==> src/rtl/serial_sub_pkg.sv <==
// serial_sub_pkg: state encoding shared by the bit-serial subtractor.
package serial_sub_pkg;
  localparam logic [1:0] ST_IDLE  = 2'd0;
  localparam logic [1:0] ST_SHIFT = 2'd1;
  localparam logic [1:0] ST_DONE  = 2'd2;
  localparam int MAX_WIDTH = 64;
  typedef enum logic [1:0] {
    IDLE  = ST_IDLE,
    SHIFT = ST_SHIFT,
    DONE  = ST_DONE
  } sub_state_t;
endpackage

==> src/rtl/full_subtractor_bit.sv <==
// full_subtractor_bit: one-bit subtractor cell computing a - b - bin.
// Ports: a, b, bin in; d (difference), bout (borrow out) out.
module full_subtractor_bit (
  input  logic a,
  input  logic b,
  input  logic bin,
  output logic d,
  output logic bout
);
  assign d    = a ^ b ^ bin;
  assign bout = (~a & b) | (~(a ^ b) & bin);
endmodule

==> src/rtl/serial_subtractor.sv <==
// serial_subtractor: bit-serial a - b, LSB first, with start/busy/done handshake.
// Ports: clk, rst_n (async, active-low); start, a, b in;
//        busy, done (one-cycle pulse), diff, borrow_out (held until next result) out.
module serial_subtractor
  import serial_sub_pkg::*;
#(
  parameter int WIDTH = 8
) (
  input  logic             clk,
  input  logic             rst_n,
  input  logic             start,
  input  logic [WIDTH-1:0] a,
  input  logic [WIDTH-1:0] b,
  output logic             busy,
  output logic             done,
  output logic [WIDTH-1:0] diff,
  output logic             borrow_out
);
  localparam int CW = $clog2(WIDTH + 1);
  sub_state_t       state_q, state_d;
  logic [WIDTH-1:0] a_q, b_q, sh_q, sh_d, diff_q;
  logic [CW-1:0]    cnt_q;
  logic             br_q, bo_q, busy_q, done_q;
  logic             d, bn, accept, last;
  full_subtractor_bit u_bit (
    .a   (a_q[0]),
    .b   (b_q[0]),
    .bin (br_q),
    .d   (d),
    .bout(bn)
  );
  always_comb begin
    accept  = start && (state_q != SHIFT);
    last    = (state_q == SHIFT) && (cnt_q == CW'(WIDTH - 1));
    // new bit enters at the MSB so the LSB-first stream ends up in place
    sh_d    = (sh_q >> 1) | (WIDTH'(d) << (WIDTH - 1));
    state_d = accept ? SHIFT : (state_q == SHIFT) ? (last ? DONE : SHIFT) : IDLE;
  end
  always_ff @(posedge clk or negedge rst_n) begin
    if (!rst_n) begin
      state_q <= IDLE;
      a_q     <= '0;
      b_q     <= '0;
      sh_q    <= '0;
      diff_q  <= '0;
      cnt_q   <= '0;
      br_q    <= 1'b0;
      bo_q    <= 1'b0;
      busy_q  <= 1'b0;
      done_q  <= 1'b0;
    end else begin
      state_q <= state_d;
      busy_q  <= state_d == SHIFT;
      done_q  <= state_d == DONE;
      if (accept) begin
        a_q   <= a;
        b_q   <= b;
        br_q  <= 1'b0;
        cnt_q <= '0;
      end else if (state_q == SHIFT) begin
        a_q   <= a_q >> 1;
        b_q   <= b_q >> 1;
        sh_q  <= sh_d;
        br_q  <= bn;
        cnt_q <= cnt_q + CW'(1);
        // diff is published only once the last bit has been produced
        if (last) begin
          diff_q <= sh_d;
          bo_q   <= bn;
        end
      end
    end
  end
  assign busy       = busy_q;
  assign done       = done_q;
  assign diff       = diff_q;
  assign borrow_out = bo_q;
endmodule

==> config.mk <==
export PLATFORM = sky130hd
export DESIGN_NAME = serial_subtractor
export DESIGN_NICKNAME = d
export VERILOG_FILES = /design/src/rtl/serial_sub_pkg.sv /design/src/rtl/full_subtractor_bit.sv /design/src/rtl/serial_subtractor.sv
export SDC_FILE = /design/constraint.sdc
export NUM_CORES = 1
export LEC_CHECK = 0
export ABC_AREA = 0
export BUFFER_PORTS_ARGS = -buffer_cell sky130_fd_sc_hd__buf_4
export CORE_MARGIN = 2
export CORE_UTILIZATION = 45
export DETAILED_ROUTE_END_ITERATION = 10
export PLACE_DENSITY_LB_ADDON = 0.05
export SLEW_MARGIN = 10
export SYNTH_ARGS = -nofsm -noshare
export SYNTH_HDL_FRONTEND = slang
export SYNTH_SLANG_ARGS = --single-unit
==> constraint.sdc <==
create_clock -name clk -period 1.4 [get_ports clk]
set_clock_uncertainty 0.05 [all_clocks]
set_input_delay 0 -clock clk [delete_from_list [all_inputs] [get_ports clk]]
set_output_delay 0 -clock clk [all_outputs]
set_load 0.1 [all_outputs]
==> flow_metrics.py <==
metrics = {
    "run_status": {
        "violations": "negative hold slack",
        "status": "complete, but fails checks",
    },
    "grt": {
        "antenna_found_initial": 0,
        "gr-total-overflow": 0,
        "grt_first_pass_wirelength_um": 5730,
        "grt_max_degree": 41,
        "grt_pass1_vias": 1248,
        "grt.total_usage_pct": 17.9,
    },
    "worst_setup_path": {
        "startpoint_type": "register",
        "crit_slowest_cell": "dfrtp_4",
        "path_delay_family": "simple AND/OR/NAND/NOR gates",
        "cp-end-kind": "register",
        "reg2reg_from": "state_q[0]",
        "cp.buffers_inverters": 0,
        "required_ns": 1.52,
        "r2r_cells": 3,
        "arrival_ns": 1.51,
        "reg2reg_slack_ns": 0.007,
        "cp_slowest_stage_delay_ns": 0.40,
        "path_max_fanout": 5,
        "path_cells": "nor2b_4 -> and4b_2 -> mux2_4",
        "reg2reg_to": "diff[6]",
        "worstSetupPathType": "register to register",
    },
    "layout": {
        "fillers": 318,
        "n_antenna_cell": 0,
        "nNetsFinal": 227,
        "final_common_cell": "buf_4",
        "final_cell_mix": "42 x buf_4, 39 x dfrtp_1, 38 x nand2_1",
        "syn_to_final_growth_pct": 33.9,
        "drive_gt1_share_pct": 30.9,
        "fin_cells": 255,
        "fin_util_pct": 63.1,
    },
    "drt": {
        "drcViolationCount": 0,
        "antenna_left": 0,
        "wirelength_um": 3340,
        "vias_per_cell": 4.82,
        "first_pass_iters": 4,
        "vias": 1229,
        "wire_per_inst_um": 13.1,
        "drt-initial-drc-count": 77,
    },
    "sta": {
        "whs_ns": -0.0102,
        "setup_viol": 0,
        "drv_slew": 0,
        "setup_ws_ns": 0.00691,
        "finalCriticalPeriod_ns": 1.39,
        "tightestPinTransition_ns": 0.500,
        "timing.slew.headroom_pct": 66.7,
        "achievable-frequency_ghz": 0.718,
        "rsz0062_at_grt": "true",
        "fin_setup_tns_ns": 0,
        "finalHoldViolations": 1,
        "fin_crit_sh_pct": 99.5,
    },
    "worst_hold_path": {
        "holdCritStartpoint": "a[1]",
        "hold_end": "a_q[1]",
        "worst_hold_path_type": "input port to register",
        "hold_path_depth": 3,
    },
    "clock_network": {
        "cts_made_buffers": 5,
        "clk_pin_slew_worst_paths_ns": 0.07,
        "cts_root_buf": "clkbuf_8",
        "cts_sinks": 40,
        "clkLatencyLatePin_ns": 0.28,
        "cts_tree": "built",
        "cts-htree-levels": 2,
        "cts_buffer_depth": 2,
    },
    "synthesis": {
        "avgSynthCellArea_sq_um": 11.7,
        "yosys-top-cells-area": "dfrtp_1 58%, mux2i_1 10%, nand2_1 8.2%",
        "synth.yosys.warnings": 0,
        "synthCells": 149,
        "syn_area_sq_um": 1740,
        "synth_seq_area_share_pct": 57.6,
        "synth_top_area_share_pct": 57.6,
        "synth_nets": 170,
        "yosys.area.top_type": "dfrtp_1",
        "ys_ff_latch": 40,
        "post_synth_num_cell_types": 22,
    },
    "die": {
        "die_w_um": 66.2,
        "io_pins": 30,
        "fp.coreArea_sq_um": 3690,
        "dieArea_sq_um": 4380,
        "start_util_pct": 47.2,
        "chipHeight_um": 66.2,
        "num_rows": 22,
    },
    "pwr": {
        "power_per_cell_area_nw_per_um2": 2440,
        "static-leakage-power_nw": 1.17,
        "max-vdd-ir-drop_mv": 1.64,
    },
    "placed_design": {
        "dpl.hpwl_um": 2140,
        "routabilityCongestion": 0.724,
        "dpl_worst_slack_ns": -0.0405,
        "placed_cells": 229,
        "port_buffers": 29,
    },
    "job": {
        "max-cap-violations": 0,
    },
}
==> synthesized netlist by cell type, drive strengths merged <==
cell type  number
nor2            4
nand3           1
nand2b          1
xor2            1
clkbuf          2
mux2           10
nand2          38
or3             1
buf             7
ha              1
nand3b          2
o21ai          16
and4b           2
mux2i          18
dfrtp          40
inv             3
nor2b           1
fa              1
==> where the power goes <==
part           internal, mW  total, mW  switching, mW
sequential             1.67       1.98          0.305
clock                 0.402      0.762          0.361
combinational          1.06       2.94           1.88
total                  3.13       5.67           2.54
==> worst max path at each step <==
stage	start	end	cells past startpoint
3_3_place_gp	state_q[0]	diff[0]	3
6_report	state_q[0]	diff[6]	3
5_1_grt	state_q[0]	diff[1]	3
3_5_place_dp	state_q[0]	diff[0]	3
2_1_floorplan	state_q[0]	diff[1]	5
4_1_cts	state_q[0]	diff[0]	3
==> worst register-to-register path, delay by kind of cell, from the launching register on <==
| family | cells | cell delay, ns |
|---|---|---|
| DFF | 1 | 0.40 |
| muxes | 1 | 0.31 |
| and+or+nand+nor | 2 | 0.51 |
==> final cells by class <==
cell class	instances	area [sq um]	area share (%)
Multi-Input combinational cell	98	686	29.4
Tap cell	48	60.1	2.58
Inverter	3	11.3	0.484
Clock buffer	8	90.1	3.87
Sequential cell	40	1000	43.1
Timing Repair Buffer	58	477	20.5
==> routing by layer <==
| metal | routed length [um] | up-vias | part of all wire, % | track usage, % |
|---|---|---|---|---|
| li1 | - | 609 | - | - |
| met1 | 1700 | 586 | 51 | 25.6 |
| met5 | 0 | - | 0 | 0 |
| met4 | 39 | 0 | 1.2 | 5.36 |
| met2 | 1440 | 28 | 43 | 25.9 |
| met3 | 163 | 6 | 4.9 | 5.96 |
==> registers in the layout, indices dropped and copies added, names as in the netlist <==
signal      count
state_q         2
br_q            1
sh_q            7
diff            8
a_q             8
done            1
b_q             8
cnt_q           4
borrow_out      1
==> timing repair <==
item / in CTS / in global routing
hold buffers: 15 / 0
hold endpoints to repair: 54 / 0
endpoints found under the setup margin: 8 / 9
pin swaps: 0 / 3
gates cloned: 1 / 0
resized for setup: 0 / 3
setup buffers: 0 / 2
==> metrics by stage <==
step	power (mW)	area (sq um)
6_report	5.67	2330
4_1_cts	5.64	2300
3_3_place_gp	4.73	2050
3_5_place_dp	4.80	2050
2_1_floorplan	4.07	1740
5_1_grt	6.06	2330
==> cells by family after synthesis <==
kind of cell / count (synthesis) / synth area share, %
AOI/OAI and AO/OA: 16 / 4.60
xor gates and xnor gates: 1 / 0.504
adders and majority gates: 2 / 1.87
buffers and inverters: 12 / 4.03
DFF: 40 / 57.6
muxes: 28 / 18.3
and+or+nand+nor: 50 / 13.1
Power figures use the tool's default switching activity.
